--- src/rtl/jk_pkg.sv ---
// Shared definitions for the JK command sequencer: op codes, {j,k} drive
// patterns, FSM state encoding and the op-to-drive mapping.
package jk_pkg;

   typedef enum logic [1:0] {
      JK_OP_HOLD = 2'd0,
      JK_OP_CLR  = 2'd1,
      JK_OP_SET  = 2'd2,
      JK_OP_TOG  = 2'd3
   } jk_op_e;

   localparam logic [1:0] JK_DRV_HOLD = 2'b00;
   localparam logic [1:0] JK_DRV_CLR  = 2'b01;
   localparam logic [1:0] JK_DRV_SET  = 2'b10;
   localparam logic [1:0] JK_DRV_TOG  = 2'b11;

   typedef enum logic {
      JK_ST_IDLE  = 1'b0,
      JK_ST_DRIVE = 1'b1
   } jk_state_e;

   function automatic logic [1:0] jk_op_drive(input jk_op_e op);
      logic [1:0] drv;
      case (op)
         JK_OP_HOLD: drv = JK_DRV_HOLD;
         JK_OP_CLR:  drv = JK_DRV_CLR;
         JK_OP_SET:  drv = JK_DRV_SET;
         JK_OP_TOG:  drv = JK_DRV_TOG;
         default:    drv = JK_DRV_HOLD;
      endcase
      return drv;
   endfunction

endpackage

--- src/rtl/jk_shadow.sv ---
// Shadow model of the downstream JK flip-flop's q plus a sticky mismatch flag
// comparing it against the fed-back q. Built only with JK_CMD_SEQ_CHECK_EN.
module jk_shadow
   import jk_pkg::*;
(
   input  logic       i_clk,
   input  logic       i_rst_n,
   input  logic [1:0] i_jk,
   input  logic       i_q_fb,
   input  logic       i_clr_err,
   output logic       o_q_exp,
   output logic       o_mismatch
);

   logic r_q_exp;
   logic r_mismatch;
   logic w_q_exp_nxt;
   logic w_mismatch_nxt;

   // Next q follows JK semantics applied to the drive currently presented.
   always_comb begin
      w_q_exp_nxt = r_q_exp;
      case (i_jk)
         JK_DRV_HOLD: w_q_exp_nxt = r_q_exp;
         JK_DRV_CLR:  w_q_exp_nxt = 1'b0;
         JK_DRV_SET:  w_q_exp_nxt = 1'b1;
         JK_DRV_TOG:  w_q_exp_nxt = ~r_q_exp;
         default:     w_q_exp_nxt = r_q_exp;
      endcase
   end

   // A fresh divergence takes priority over a clear request in the same cycle.
   always_comb begin
      w_mismatch_nxt = r_mismatch;
      if (i_q_fb != r_q_exp) begin
         w_mismatch_nxt = 1'b1;
      end else if (i_clr_err) begin
         w_mismatch_nxt = 1'b0;
      end else begin
         w_mismatch_nxt = r_mismatch;
      end
   end

   // Shadow and flag registers.
   always_ff @(posedge i_clk or negedge i_rst_n) begin
      if (!i_rst_n) begin
         r_q_exp    <= 1'b0;
         r_mismatch <= 1'b0;
      end else begin
         r_q_exp    <= w_q_exp_nxt;
         r_mismatch <= w_mismatch_nxt;
      end
   end

   assign o_q_exp    = r_q_exp;
   assign o_mismatch = r_mismatch;

endmodule

--- src/rtl/jk_cmd_seq.sv ---
// Command sequencer driving a JK flip-flop's j/k for L+1 cycles per command.
// Define JK_CMD_SEQ_CHECK_EN to build the q shadow model and mismatch checker.
module jk_cmd_seq
   import jk_pkg::*;
#(
   parameter int CNT_W = 4
) (
   input  logic             clk,
   input  logic             reset,
   input  logic             cmd_valid,
   output logic             cmd_ready,
   input  logic [1:0]       cmd_op,
   input  logic [CNT_W-1:0] cmd_len,
   output logic             j,
   output logic             k,
   output logic             busy,
   input  logic             q_fb,
   output logic             q_exp,
   output logic             mismatch,
   input  logic             clr_err
);

   localparam logic [CNT_W-1:0] CNT_ZERO = {CNT_W{1'b0}};
   localparam logic [CNT_W-1:0] CNT_ONE  = {{(CNT_W-1){1'b0}}, 1'b1};

   jk_state_e        r_state;
   jk_state_e        w_state_nxt;
   logic [CNT_W-1:0] r_cnt;
   logic [CNT_W-1:0] w_cnt_nxt;
   jk_op_e           r_op;
   jk_op_e           w_op_nxt;
   logic [1:0]       r_jk;
   logic [1:0]       w_jk_nxt;
   logic             r_busy;
   logic             w_busy_nxt;
   logic             r_ready;
   logic             w_ready_nxt;
   logic             w_accept;

   assign w_accept = cmd_valid && r_ready;

   // State register; outputs are registered alongside so they change on the same edge.
   always_ff @(posedge clk or negedge reset) begin
      if (!reset) begin
         r_state <= JK_ST_IDLE;
         r_cnt   <= CNT_ZERO;
         r_op    <= JK_OP_HOLD;
         r_jk    <= JK_DRV_HOLD;
         r_busy  <= 1'b0;
         r_ready <= 1'b1;
      end else begin
         r_state <= w_state_nxt;
         r_cnt   <= w_cnt_nxt;
         r_op    <= w_op_nxt;
         r_jk    <= w_jk_nxt;
         r_busy  <= w_busy_nxt;
         r_ready <= w_ready_nxt;
      end
   end

   // Next state: the last drive cycle can accept a follow-on command with no bubble.
   always_comb begin
      w_state_nxt = r_state;
      w_cnt_nxt   = r_cnt;
      w_op_nxt    = r_op;
      case (r_state)
         JK_ST_IDLE: begin
            if (w_accept) begin
               w_state_nxt = JK_ST_DRIVE;
               w_cnt_nxt   = cmd_len;
               w_op_nxt    = jk_op_e'(cmd_op);
            end else begin
               w_state_nxt = JK_ST_IDLE;
            end
         end
         JK_ST_DRIVE: begin
            if (r_cnt != CNT_ZERO) begin
               w_cnt_nxt = r_cnt - CNT_ONE;
            end else if (w_accept) begin
               w_cnt_nxt = cmd_len;
               w_op_nxt  = jk_op_e'(cmd_op);
            end else begin
               w_state_nxt = JK_ST_IDLE;
               w_cnt_nxt   = CNT_ZERO;
               w_op_nxt    = JK_OP_HOLD;
            end
         end
         default: begin
            w_state_nxt = JK_ST_IDLE;
            w_cnt_nxt   = CNT_ZERO;
            w_op_nxt    = JK_OP_HOLD;
         end
      endcase
   end

   // Output values derived from the upcoming state, captured by the register above.
   always_comb begin
      w_busy_nxt  = (w_state_nxt == JK_ST_DRIVE);
      w_ready_nxt = (w_state_nxt == JK_ST_IDLE) || (w_cnt_nxt == CNT_ZERO);
      if (w_state_nxt == JK_ST_DRIVE) begin
         w_jk_nxt = jk_op_drive(w_op_nxt);
      end else begin
         w_jk_nxt = JK_DRV_HOLD;
      end
   end

   assign j         = r_jk[1];
   assign k         = r_jk[0];
   assign busy      = r_busy;
   assign cmd_ready = r_ready;

`ifdef JK_CMD_SEQ_CHECK_EN
   jk_shadow u_shadow (
      .i_clk      (clk),
      .i_rst_n    (reset),
      .i_jk       (r_jk),
      .i_q_fb     (q_fb),
      .i_clr_err  (clr_err),
      .o_q_exp    (q_exp),
      .o_mismatch (mismatch)
   );
`else
   logic w_unused_chk;
   assign w_unused_chk = q_fb ^ clr_err;
   assign q_exp        = 1'b0;
   assign mismatch     = 1'b0;
`endif

endmodule

--- config.mk ---
export PLATFORM = sky130hd
export DESIGN_NAME = jk_cmd_seq
export DESIGN_NICKNAME = d
export VERILOG_FILES = /design/src/rtl/jk_pkg.sv /design/src/rtl/jk_shadow.sv /design/src/rtl/jk_cmd_seq.sv
export SDC_FILE = /design/constraint.sdc
export NUM_CORES = 1
export LEC_CHECK = 0
export CAP_MARGIN = 20
export CORE_AREA = 2 2 44 46
export DETAILED_ROUTE_END_ITERATION = 16
export DIE_AREA = 0 0 46 48
export GPL_ROUTABILITY_DRIVEN = 0
export PLACE_DENSITY = 0.69
export SYNTH_ARGS = -nofsm -noshare
export SYNTH_HDL_FRONTEND = slang
export SYNTH_SLANG_ARGS = --single-unit
--- constraint.sdc ---
create_clock -name clk -period 1.7 [get_ports clk]
set_input_delay 0.34 -clock clk [delete_from_list [all_inputs] [get_ports clk]]
set_output_delay 0.34 -clock clk [all_outputs]
set_load 0.01 [all_outputs]
Word-level counts from Yosys, hierarchy flattened
Index checks and enable logic that the tools add are counted.
{ "totals": {"output_inout_bits": 6, "elab_cells": 29, "inputBits": 11, "ff_bits": 10} }
{ "op_classes": {"n_reduce_logical": 5, "mux": 13, "addsub": 1, "eq_ne": 3, "bitwise": 2} }
{ "ops": {"columns": ["operator", "count"], "rows": [
  ["4-bit two-way mux", 3],
  ["2-bit two-way mux", 4],
  ["2-bit case mux with 4 select lines", 1],
  ["4-bit case mux with 2 select lines", 1],
  ["2-bit == test, second input constant", 2],
  ["4-bit logical NOT", 1],
  ["2-bit case mux with 2 select lines", 1],
  ["4-bit nonzero test", 1],
  ["4-bit by 1-bit subtractor with 4-bit output, second input constant", 1],
  ["2-bit by 1-bit == test with 1-bit output, second input constant", 1],
  ["2-bit logical NOT", 1],
  ["1-bit two-way mux", 2],
  ["1-bit NOT", 2],
  ["1-bit case mux with 2 select lines", 1],
  ["1-bit logical AND", 1],
  ["1-bit logical OR", 1]
]} }

Logic depth before layout (Yosys ltp)
Gate-level depths: netlist (run 1).
{ "depth": {"word_depth": 7, "depth_mapped": 6, "mapped_depth_nobuf": 6} }

Worst setup path after synthesis (run 1)
Ideal clock, no wire load.
{ "synth_path": {"path_kind": "reg-to-reg", "from": "register r_cnt[0]", "to": "register r_ready (netlist: cmd_ready)", "synth_period_minus_slack_ns": 1.665, "slack_ns": 0.035, "required_ns": 1.603, "path_buffers": 0, "setup_time_ns": 0.097, "t_arrival_ns": 1.568, "stages_incl_launch_ff": 7, "path_cell_list": "dfrtp_1 -> inv_1 -> ha_1 -> or3b_4 -> a21oi_2 -> a221o_1 -> o41ai_2"} }
{ "synth_between": {"elab_chain_len": 5, "word_cells_on_any_way": 10, "classes_between": "1 x add/sub; 5 x mux; 1 x bitwise; 3 x reduce/logical"} }
{ "synth_rtl": {"columns": ["item", "line", "text"], "rows": [
  ["from (decl)", "jk_cmd_seq.sv:28", "logic [CNT_W-1:0] r_cnt;"],
  ["from (signal assigned)", "jk_cmd_seq.sv:53", "r_cnt <= w_cnt_nxt;"],
  ["4-bit by 1-bit subtractor with 4-bit output or 4-bit nonzero test (tied branches)", "jk_cmd_seq.sv:78, jk_cmd_seq.sv:77", null],
  ["4-bit two-way mux", "jk_cmd_seq.sv:77", "if (r_cnt != CNT_ZERO) begin"],
  ["4-bit case mux with 2 select lines (*)", "jk_cmd_seq.sv:66", "case (r_state)"],
  ["via w_cnt_nxt[0]", "jk_cmd_seq.sv:29", "logic [CNT_W-1:0] w_cnt_nxt;"],
  ["4-bit logical NOT (*)", "jk_cmd_seq.sv:99", "w_ready_nxt = (w_state_nxt == JK_ST_IDLE) || (w_cnt_nxt == CNT_ZERO);"],
  ["1-bit logical OR (*)", "jk_cmd_seq.sv:99", null],
  ["via w_ready_nxt", "jk_cmd_seq.sv:37", "logic w_ready_nxt;"],
  ["to (signal assigned)", "jk_cmd_seq.sv:57", "r_ready <= w_ready_nxt;"],
  ["to (decl)", "jk_cmd_seq.sv:36", "logic r_ready;"]
]} }
Mark *: on every way through the listed nets, which the timed path passes. The rest lies on a longest branch.

Worst setup path in the final report (run 1)
{ "layout_path": {"from": "register r_cnt[1]", "to": "register r_jk[0]"} }
{ "layout_between": {"elab_chain_len": 6, "word_cells_on_any_way": 11, "classes_between": "3 x eq/ne; 6 x mux; 2 x reduce/logical"} }
{ "layout_rtl": {"columns": ["item", "line", "text"], "rows": [
  ["4-bit nonzero test (*)", "jk_cmd_seq.sv:77", null],
  ["2-bit two-way mux (*)", "jk_cmd_seq.sv:77", null],
  ["2-bit case mux with 2 select lines (*)", "jk_cmd_seq.sv:66", null],
  ["via w_op_nxt[0]", "jk_cmd_seq.sv:31", "jk_op_e w_op_nxt;"],
  ["2-bit == test (tied with other cells)", "jk_pkg.sv:24", "case (op)"],
  ["2-bit case mux with 4 select lines (*)", "jk_pkg.sv:24", null],
  ["2-bit two-way mux (*)", "jk_cmd_seq.sv:100", "if (w_state_nxt == JK_ST_DRIVE) begin"],
  ["via w_jk_nxt[0]", "jk_cmd_seq.sv:33", "logic [1:0] w_jk_nxt;"],
  ["to (signal assigned)", "jk_cmd_seq.sv:55", "r_jk <= w_jk_nxt;"],
  ["to (decl)", "jk_cmd_seq.sv:32", "logic [1:0] r_jk;"]
]} }
Marks and branches as above.

==> results.cfg, run 1 <==
[place]
portBuffers = 12
dp_hpwl_um = 822
place_ws_ns = -0.118

[run_status]
status = finished clean

[sta]
finalSetupViolCount = 0
skew_ns = 0.00141
worst_slack_ns = 0.0279
fin_crit_sh = 0.984
fin_crit_ns = 1.67
finalHoldViolations = 0
fmax_mhz = 598
rsz0062_at_grt = yes
slew_violations = 0

[die]
core-area_um2 = 1690
dieArea_um2 = 2210
fp.dieW_um = 46
start_util = 0.307
num_rows = 15
ios = 17
die_y_um = 48

[clock_tree]
postCtsHoldBufs = 0
htreeDepth = 1
clock_path_buffers = 2
insertion_delay_ns = 0.26
cts.reportedPaths.clkPinSlew_ns = 0.06
tritoncts = yes
cts_root_buf = clkbuf_4
clkSinkCount = 10
cts_buffers = 3

[power]
p_leak_nw = 0.352
p_per_area_nw_per_um2 = 1930
peakVddDrop_mv = 0.806
p_total_mw = 1.46

[setup_path]
crit_fanout = 3
path_class = reg -> reg
worstPathBufferInverterCount = 1
r2r_setup_slack_ns = 0.03
crit_required_ns = 1.85
path_delay_family = simple AND/OR/NAND/NOR gates
reg2reg_depth = 6
slowest_stage = or3b_4
cp_slowest_stage_delay_ns = 0.40
cp.arrival_ns = 1.82
start_kind = flip-flop
r2r-start = r_cnt[1]
path_cells = inv_1, ha_2, or3b_4, a21o_1, a22o_1, and2_1
cp-end-kind = flip-flop
r2r_end = r_jk[0]

[grt]
grt-ovfl-total = 0
grt_use_met1 = 0.134
use_met3 = 0.0302
first_global_vias = 450
antenna_found_initial = 0
grt_max_degree = 11
grt.total_usage = 0.122
grt_busiest_layer = met2
grt_pass1_wl_mm = 1.82
gr-usage-met2 = 0.208

[routing]
vias = 464
wirelength_mm = 1.15
wire_per_inst_um = 12.9
via_per_inst = 5.21
drc = 0
detail-route-antenna-nets = 0
drtIter0Drc = 4
firstDrtPassIters = 4

[synth]
syn_area_um2 = 518
ys_seq_area_frac = 0.486
syn_avg_cell_area_um2 = 10.6
yosysWarningCount = 0
synth.distinct_cells = 28
synthCells = 49
ys_seq_elements = 10

[final_layout]
nNetsFinal = 85
drive_gt1_frac = 0.292
diodes = 0
area_growth_pct = 46.6

[job]
max_cap_violations = 0

[worst_hold_path]
hold_path.class = in -> async
==> flip-flops by register name (all words and copies together) (netlist names) <==
| register | flops |
|---|---|
| r_cnt | 4 |
| busy | 1 |
| r_jk | 2 |
| r_op | 2 |
| cmd_ready | 1 |
==> through the flow <==
stage	hold slack, ns	instances	cell area (um^2)	setup TNS [ns]	util
floorplan	0.0444	50	522	0	-
global placement	0.486	82	688	-0.109	0.407
detailed placement	0.474	82	688	-0.118	0.407
CTS	0.384	86	724	0	0.429
global route	0.425	89	759	-0.119	0.450
finish	0.388	89	759	0	0.450
==> synth_stat cells <==
cell / instances / area, um^2
a211oi_1: 2 / 15.0
a21o_1: 1 / 7.51
a21oi_1: 3 / 15.0
a21oi_2: 1 / 8.76
a221o_1: 1 / 10.0
a22o_1: 2 / 17.5
and2_1: 2 / 12.5
and3_1: 2 / 12.5
buf_2: 1 / 5.00
buf_4: 2 / 15.0
conb_1: 1 / 3.75
dfrtp_1: 9 / 225
dfstp_2: 1 / 26.3
ha_1: 1 / 12.5
inv_1: 3 / 11.3
nand2_1: 4 / 15.0
nand2b_1: 1 / 6.26
nand3b_1: 1 / 7.51
nor2_1: 1 / 3.75
nor3_1: 2 / 10.0
nor3b_1: 1 / 7.51
o2111ai_1: 1 / 8.76
o211ai_1: 1 / 7.51
o221ai_1: 1 / 8.76
o2bb2ai_1: 1 / 8.76
o31a_1: 1 / 8.76
o41ai_2: 1 / 16.3
or3b_4: 1 / 11.3
==> layout make-up <==
class                      instances  area (um^2)
timing repair buffer              21          189
fill                             161          930
clock buffer                       4         36.3
inverter                           3         11.3
multi-input combinational         34          249
sequential                        10          253
tap                               17         21.3
==> what timing repair did <==
action | CTS | global route
hold endpoints to repair | 0 | 0
resized for setup | 2 | 4
buffers inserted | 0 | 3
setup endpoints to repair | 2 | 3
pin swaps | 0 | 10
==> where the power goes <==
group          leakage (nW)  internal, mW  switching [mW]
clock                0.0210         0.130          0.0788
combinational         0.208         0.430           0.345
sequential            0.123         0.367           0.114
total                 0.352         0.928           0.537
==> logic make-up (layout without fill, tap and decap cells) <==
family / Yosys count / after routing / share of synthesized area
AOI/OAI and AO/OA: 16 / 16 / 0.256
and+or+nand+nor: 15 / 15 / 0.167
DFF: 10 / 10 / 0.486
buffers and inverters: 6 / 28 / 0.0604
adders and majority gates: 1 / 1 / 0.0242
other: 1 / 2 / 0.00724
==> worst max path at each step <==
stage | start | to | slack, ns | cells after the start
after detailed placement | cmd_valid | cmd_ready | -0.12 | 5
after CTS | r_cnt[0] | cmd_ready | 0.01 | 7
after global routing | r_cnt[0] | cmd_ready | -0.05 | 6
after global placement | cmd_valid | cmd_ready | -0.11 | 5
after floorplan | r_cnt[0] | cmd_ready | 0.03 | 6
final | r_cnt[1] | r_jk[0] | 0.03 | 6
==> placed cells by master (no fill, tap or decap), types with 2 or more instances in the layout <==
cell and instances:
a211oi_1 2, a21oi_1 3, a22o_1 2, and2_1 2
and3_1 2, buf_4 9, clkbuf_4 3, clkdlybuf4s50_1 10
conb_1 2, dfrtp_1 8, inv_1 3, nand2_1 3
nor3_1 2
==> metal layers <==
metal	up-vias	share of wire
met5	-	0
met4	0	0.0052
met3	2	0.056
met2	11	0.52
met1	222	0.41
li1	229	-
No activity file was read; power rests on OpenSTA's default activity.
==> run 2, diff against run 1 <==
--- a/config.mk
+++ b/config.mk
@@ -10,7 +10,10 @@
 export DETAILED_ROUTE_END_ITERATION = 16
 export DIE_AREA = 0 0 46 48
 export GPL_ROUTABILITY_DRIVEN = 0
+export MAX_ROUTING_LAYER = met4
 export PLACE_DENSITY = 0.69
+export REMOVE_ABC_BUFFERS = 1
 export SYNTH_ARGS = -nofsm -noshare
 export SYNTH_HDL_FRONTEND = slang
 export SYNTH_SLANG_ARGS = --single-unit
+export TNS_END_PERCENT = 50
==> run 2 against run 1 <==
Worst hold slack about the same. Via count is 3.4% lower. Largest power group unchanged. Combinational power is 4.9% lower. Total power is 2.7% lower. Sequential power is essentially flat.
==> results.cfg, run 2 (synthesized netlist as in run 1, its figures left out) <==
[run_status]
status = finished clean

[die]
fp.dieW_um = 46
num_rows = 15
die_y_um = 48
core-area_um2 = 1690
ios = 17
start_util = 0.307
dieArea_um2 = 2210

[final_layout]
final_cell_mix = 10 x clkdlybuf4s50_1, 8 x dfrtp_1, 7 x buf_4, 4 x nand2_1
design_area_um2 = 749
regMostFlops = r_cnt
layout_commonest_cell = clkdlybuf4s50_1
stdcell_count = 87
nNetsFinal = 83
area_growth_pct = 44.7
drive_gt1_frac = 0.257
largest_reg_flops = 4
largestRegisters = r_cnt: 4 flops, r_jk: 2 flops, r_op: 2 flops
diodes = 0
nFillCells = 164

[sta]
finalHoldViolations = 0
rsz0062_at_grt = yes
finalSetupViolCount = 0
worst_slack_ns = 0.0192
slew_violations = 0
skew_ns = 0.00342
fin_crit_sh = 0.989
fin_crit_ns = 1.68
fmax_mhz = 595

[worst_hold_path]
hold_path.class = in -> async

[clock_tree]
htreeDepth = 1
cts.reportedPaths.clkPinSlew_ns = 0.07
postCtsHoldBufs = 0
cts_buffers = 3
tritoncts = yes
clkSinkCount = 10
cts_root_buf = clkbuf_4
clock_path_buffers = 2
insertion_delay_ns = 0.26

[grt]
grt-ovfl-total = 0
grt.total_usage = 0.128
grt_pass1_wl_mm = 1.88
antenna_found_initial = 0
first_global_vias = 459
grt_max_degree = 11

[setup_path]
worstPathBufferInverterCount = 1
path_cells = inv_1, ha_2, or3b_4, a21o_1, a22o_1, and2_1
cp_slowest_stage_delay_ns = 0.41
slowest_stage = or3b_4
path_delay_family = simple AND/OR/NAND/NOR gates
crit_fanout = 3
cp-end-kind = flip-flop
path_class = reg -> reg
cp.arrival_ns = 1.83
start_kind = flip-flop
crit_required_ns = 1.85

[routing]
via_per_inst = 5.15
vias = 448
wirelength_mm = 1.14
firstDrtPassIters = 1
drtIter0Drc = 0
drc = 0
detail-route-antenna-nets = 0
wire_per_inst_um = 13.1

[place]
place_ws_ns = -0.111
dp_cells = 82
dp_hpwl_um = 842
portBuffers = 12
dpl_cell_area_um2 = 688

[power]
peakVddDrop_mv = 0.964
p_leak_nw = 0.342
p_per_area_nw_per_um2 = 1900
p_total_mw = 1.43

[job]
max_cap_violations = 0
-- run 2: changes by cell type in the layout (fill, tap and decap cells not counted) --
cell     delta
nand2_2     -1
nand2_1     +1
a21oi_2     -1
a21oi_4     +1
buf_4       -2
-- run 2: cell type report --
type / instances / area (um^2) / share of cell area
Timing Repair Buffer: 19 / 174 / 0.232
Multi-Input combinational cell: 34 / 254 / 0.339
Clock buffer: 4 / 36.3 / 0.0484
Inverter: 3 / 11.3 / 0.0150
Tap cell: 17 / 21.3 / 0.0284
Sequential cell: 10 / 253 / 0.337
-- run 2: final timing paths --
kind / startpoint / to / slack [ns] / cells after the start
min reg2reg: r_op[0] / r_op[0] / 0.50 / 1
min: reset / r_cnt[1] / 0.39 / 1
max: r_cnt[1] / r_jk[1] / 0.02 / 6
max reg2reg: r_cnt[1] / r_jk[1] / 0.02 / 6
max in group asynchronous: reset / cmd_ready / 0.97 / 1
min in group clk: r_op[0] / r_op[0] / 0.50 / 1
-- run 2: layer usage --
metal / up-vias / share of wire / global-route usage
li1: 223 / - / -
met1: 214 / 0.42 / 0.148
met2: 11 / 0.53 / 0.208
met3: 0 / 0.046 / 0.0113
met4: 0 / 0 / 0.0857
met5: - / 0 / -
-- run 2: what timing repair did --
action / 4_1_cts / 5_1_grt
endpoints found under the setup margin: 3 / 3
buffers inserted: 0 / 1
endpoints found under the hold margin: 0 / 0
resized for setup: 2 / 4
pin swaps: 0 / 7
-- run 2: metrics by stage --
stage          hold slack (ns)   util  setup TNS (ns)
2_1_floorplan           0.0444      -               0
3_3_place_gp             0.497  0.407          -0.109
3_5_place_dp             0.486  0.407          -0.111
4_1_cts                  0.387  0.429               0
5_1_grt                  0.425  0.444          -0.110
6_report                 0.388  0.444               0
-- run 2: power by group --
group	internal (mW)	switching, mW
Combinational	0.396	0.341
Sequential	0.367	0.112
Clock	0.130	0.0795
-- run 2: worst register-to-register path, cell delays in order (launching register included) --
cell and delay (ns):
dfrtp_1 0.37, inv_1 0.06, ha_2 0.18, or3b_4 0.41
a21o_1 0.19, a22o_1 0.22, and2_1 0.14
==> edit 1: new RTL, flow settings as in run 1 <==
Reset style: synchronous (`reset`), changed in one clocked block.
--- a/src/rtl/jk_cmd_seq.sv
+++ b/src/rtl/jk_cmd_seq.sv
@@ -40,7 +40,7 @@
    assign w_accept = cmd_valid && r_ready;
 
    // State register; outputs are registered alongside so they change on the same edge.
-   always_ff @(posedge clk or negedge reset) begin
+   always_ff @(posedge clk) begin
       if (!reset) begin
          r_state <= JK_ST_IDLE;
          r_cnt   <= CNT_ZERO;
Formal check against the unedited RTL: differs if reset is asserted again (counterexample within 4 cycles, from zero or initial values and one cycle with reset low); with reset held inactive, the same outputs for 10 cycles.
==> edit 1 against run 1 <==
Non-clock buffer count shrank 5; synthesized area grew 1.9%; final area shrank 5.8%; sequential share of layout area shrank 5.1 points; fmax grew 5.2%; global-route usage shrank 0.69 points; worst setup slack gained 0.083 ns; wire length shrank 8.2%; sequential cell count is the same; critical path type unchanged; critical endpoint is now r_jk[0]$_SDFF_PN0_; highest routed layer unchanged.
Power is not compared: it rests on default switching activity, and its combinational part moved more than twofold at a synthesized area within 25%.
==> edit 1: results <==
detailed_routing:
  vias: 477
  wirelength_um: 1051
  drtIter0Drc: 7
  wl_met2_um: 525
synthesis:
  ys_types: 30
  ys_top_cells_by_area: "dfxtp_1 (38%), inv_1 (4.3%), nand2_1 (4.3%)"
  synthArstFlopShare: 0
  ys_top_cells_by_count: "dfxtp_1 (10), inv_1 (6), nand2_1 (6), nor2_1 (6)"
sta:
  finClkSkew_ns: 0.002593
  whs_ns: 0.5083
min_path:
  hold_class: "flop to flop"
setup_path:
  cpMaxStageDelayCell: "dfxtp_1"
  timing.rr.end: "r_jk[0]$_SDFF_PN0_"
  slowest_delay_ns: 0.32
  reg2reg_from: "r_cnt[1]$_SDFF_PN0_"
  regToRegSetupSlack_ns: 0.11
  crit_fanout: 5
  arrival_ns: 1.73
global_route:
  gr-usage-met3: 0.01132
  grt_first_pass_wirelength_um: 1807
  grt.met2_usage: 0.2000
finish:
  finalNetCount: 93
  fillCellCount: 169
  drive_above_1_share: 0.2025
run_status:
  status: "complete, no violations"
clock_tree:
  cts_root_buf: "clkbuf_4"
placement:
  post-dp-hpwl_um: 856.3
[edit 1: cell types whose count changed after synthesis, sizes merged, moves of 2 or more]
cell,delta
nand2,+2
inv,+3
and3,-2
nor2,+7
a22o,-2
and2,-2
a22oi,+2
dfxtp,+10
nor3b,+2
o21ai,+4
dfrtp,-9
[edit 1: worst max-delay path by stage]
| stage | startpoint | end | slack, ns | cells past startpoint |
|---|---|---|---|---|
| floorplan | r_cnt[0]$_SDFF_PN0_ | cmd_ready$_SDFF_PN1_ | 0.15 | 7 |
| global placement | cmd_valid | cmd_ready$_SDFF_PN1_ | -0.06 | 5 |
| detailed placement | cmd_valid | cmd_ready$_SDFF_PN1_ | -0.06 | 5 |
| CTS | r_cnt[1]$_SDFF_PN0_ | cmd_ready$_SDFF_PN1_ | 0.07 | 7 |
| global route | r_cnt[1]$_SDFF_PN0_ | r_jk[1]$_SDFF_PN0_ | -0.03 | 7 |
| finish | r_cnt[1]$_SDFF_PN0_ | r_jk[0]$_SDFF_PN0_ | 0.11 | 7 |
[edit 1: worst max-delay path: cells and delay by family, from the launching register on]
kind                       cells  cell delay [ns]
AOI/OAI and AO/OA              1             0.20
adders and majority gates      1             0.16
buffers and inverters          1             0.06
DFF                            1             0.32
and+or+nand+nor                4             0.73
[edit 1: where the power goes]
group          internal [µW]  switching (µW)  leakage, µW
Clock                   81.2            70.7    0.0000138
Sequential               267            33.3    0.0000826
Combinational            162             139     0.000203
[edit 1: logic make-up (layout without fill, tap and decap cells)]
family                     count (synthesis)  in the layout  share of synthesized area
and+or+nand+nor                           24             24                     0.2678
AOI/OAI and AO/OA                         16             16                     0.2322
DFF                                       10             10                     0.3791
buffers and inverters                      8             25                    0.07108
adders and majority gates                  1              1                    0.02369
other                                      1              2                   0.007102
muxes                                      1              1                    0.01896
[edit 1: area by class of cell]
| type | instances | share of cell area |
|---|---|---|
| multi-input combinational | 44 | 0.4161 |
| inverter | 6 | 0.03147 |
| timing repair buffer | 16 | 0.2098 |
| tap | 17 | 0.02972 |
| clock buffer | 3 | 0.03147 |
| sequential | 10 | 0.2815 |
[edit 1: through the flow]
step / instances / worst slack [ns] / cell area, µm² / power (µW) / TNS (ns)
2_1_floorplan: 62 / 0.1530 / 531.8 / 500.0 / 0
3_3_place_gp: 93 / -0.05815 / 688.2 / 598.4 / -0.08115
6_report: 96 / 0.1109 / 715.7 / 753.8 / 0
3_5_place_dp: 93 / -0.05680 / 688.2 / 605.1 / -0.09843
4_1_cts: 96 / 0.07426 / 711.9 / 764.8 / 0
5_1_grt: 96 / -0.02650 / 715.7 / 812.0 / -0.04544
[edit 1: repair_timing]
| item | in CTS | in global routing |
|---|---|---|
| pin swaps | 0 | 0 |
| gates resized for setup | 1 | 1 |
| endpoints found under the setup margin | 1 | 4 |
==> edit 2: new RTL, config.mk and constraints of run 1 <==
Without the edit above. Set the parameter `CNT_W` to 6 (it was 4).
--- a/src/rtl/jk_cmd_seq.sv
+++ b/src/rtl/jk_cmd_seq.sv
@@ -3,7 +3,7 @@
 module jk_cmd_seq
    import jk_pkg::*;
 #(
-   parameter int CNT_W = 4
+   parameter int CNT_W = 6
 ) (
    input  logic             clk,
    input  logic             reset,
Ports: changed (resized cmd_len); port bits go from 17 to 19. The function was not compared with the original's and may differ.
==> edit 2 against run 1 <==
The flow now finishes with violations (setup timing); critical path depth increased by 1; critical endpoint is now cmd_ready$_DFF_PN1_; wire length is 60% higher; core utilization increased by 21 points; critical path type unchanged; total power down 37%; worst setup slack worse by 0.37 ns; sequential cell count rose by 2; first-iteration DRC count rose by 130%; final area is 46% higher; largest cell class is now multi-input combinational cells; synthesized area increased by 42%.
==> edit 2: results <==
detailed_routing:
  wl_met2_um: 992
  vias: 694
  wirelength_um: 1834
  routed.top_layer: "met4"
  wl_met1_um: 774
  first_pass_iters: 3
  dr_wl_met3_um: 58
  drtIter0Drc: 9
synthesis:
  synth-seq-area-share: 0.4092
  synth-compound-area-share: 0.1698
  ys_types: 34
  ys_top_cells_by_count: "dfrtp_1 (11), nand2_1 (8), mux2i_1 (6)"
  ys_top_cells_by_area: "dfrtp_1 (37%), mux2i_1 (8.1%), nand2_1 (4.1%)"
  synth_xor_area_frac: 0.01188
  yosys.area_share.adder: 0.01698
  synth.area.mux_share: 0.1171
run_status:
  status: "finished with violations"
  violations: "setup timing"
finish:
  largestRegisters: "r_cnt: 6 flops, r_jk: 2 flops, r_op: 2 flops"
  diodes: 0
  fillCellCount: 138
  drive_above_1_share: 0.3482
  finalNetCount: 127
placement:
  post-dp-hpwl_um: 1382
  post_dp_cell_area_mm2: 0.001026
  port_buffers: 14
global_route:
  grt_first_pass_wirelength_um: 2787
  grt_max_degree: 13
  grt_pass1_vias: 660
  antenna_found_initial: 0
  track_usage: 0.1848
sta:
  finClkSkew_ns: 0.006283
  setup_ws_ns: -0.3380
  setup_viol: 1
  fin_tns_setup_ns: -0.3380
  maxSlewHeadroom: 0.6554
pwr:
  irDropWorstVdd_mv: 0.5210
  p_leak_uw: 0.0005455
setup_path:
  arrival_ns: 2.21
clock_tree:
  cts_root_buf: "clkbuf_4"
  clock_latency_ns: 0.27
-- edit 2: cell types whose count changed in the layout (fill, tap and decap cells not counted), sizes merged, moves of 3 or more --
cell   change
mux2i      +6
nand2      +5
a21oi      -3
buf       +13
o21ai      +4
-- edit 2: logic make-up (layout without fill, tap and decap cells) --
family                   after synthesis  in the layout
AND/OR/NAND/NOR                       28             28
AO/OA/AOI/OAI                         15             15
flip-flops                            12             12
multiplexers                           8              8
buffers and inverters                  8             45
adder cells (fa/ha/maj)                1              1
other                                  1              2
XOR/XNOR                               1              1
-- edit 2: path summary, 6_finish.rpt --
kind	startpoint	to	slack, ns	cells past startpoint
max	r_cnt[0]$_DFF_PN0_	cmd_ready$_DFF_PN1_	-0.34	7
min	reset	r_op[1]$_DFF_PN0_	0.41	1
max reg2reg	r_cnt[0]$_DFF_PN0_	cmd_ready$_DFF_PN1_	-0.34	7
min reg2reg	r_op[0]$_DFF_PN0_	r_op[0]$_DFF_PN0_	0.63	2
max in group asynchronous	reset	busy$_DFF_PN0_	0.92	1
min in group clk	r_op[0]$_DFF_PN0_	r_op[0]$_DFF_PN0_	0.63	2
-- edit 2: critical path: stages, from the launching register on --
cell     delay, ns
dfrtp_1       0.36
inv_1         0.05
ha_2          0.19
and4b_1       0.22
and3_1        0.18
a211o_1       0.25
or4b_4        0.49
o41ai_2       0.21
-- edit 2: final cells by class --
class / count / area share
flip-flops and latches: 12 / 0.2722
repair buffers: 36 / 0.2711
multi-input cells: 55 / 0.3971
clock buffers: 4 / 0.02362
inverters: 5 / 0.01687
well taps: 17 / 0.01912
-- edit 2: per-layer routing --
| metal | GRT usage | vias to the layer above |
|---|---|---|
| li1 | - | 343 |
| met1 | 0.2207 | 336 |
| met2 | 0.3222 | 13 |
| met3 | 0.02264 | 2 |
| met4 | 0.1029 | 0 |
| met5 | 0 | - |
-- edit 2: per-stage QoR --
| step | setup slack [ns] | hold slack [ns] | cells | utilization | total power [µW] |
|---|---|---|---|---|---|
| after floorplan | -0.3328 | 0.04441 | 75 | - | 532.6 |
| after global placement | -0.5993 | 0.5969 | 122 | 0.6074 | 701.8 |
| after detailed placement | -0.6353 | 0.6218 | 122 | 0.6074 | 710.5 |
| after CTS | -0.3288 | 0.4108 | 128 | 0.6378 | 900.7 |
| after global routing | -0.4216 | 0.4325 | 129 | 0.6585 | 977.1 |
| final | -0.3380 | 0.4093 | 129 | 0.6585 | 917.7 |
-- edit 2: repair_timing --
item | CTS | global route
resized for setup | 7 | 5
hold buffers | 0 | 0
pin swaps | 2 | 3
buffers inserted | 2 | 1
cloned | 0 | 0
setup endpoints to repair | 4 | 7
-- edit 2: power by group --
part           internal, µW  switching, µW  total [µW]
Sequential              323           27.5         351
Combinational           214            174         388
Clock                  90.8           88.0         179
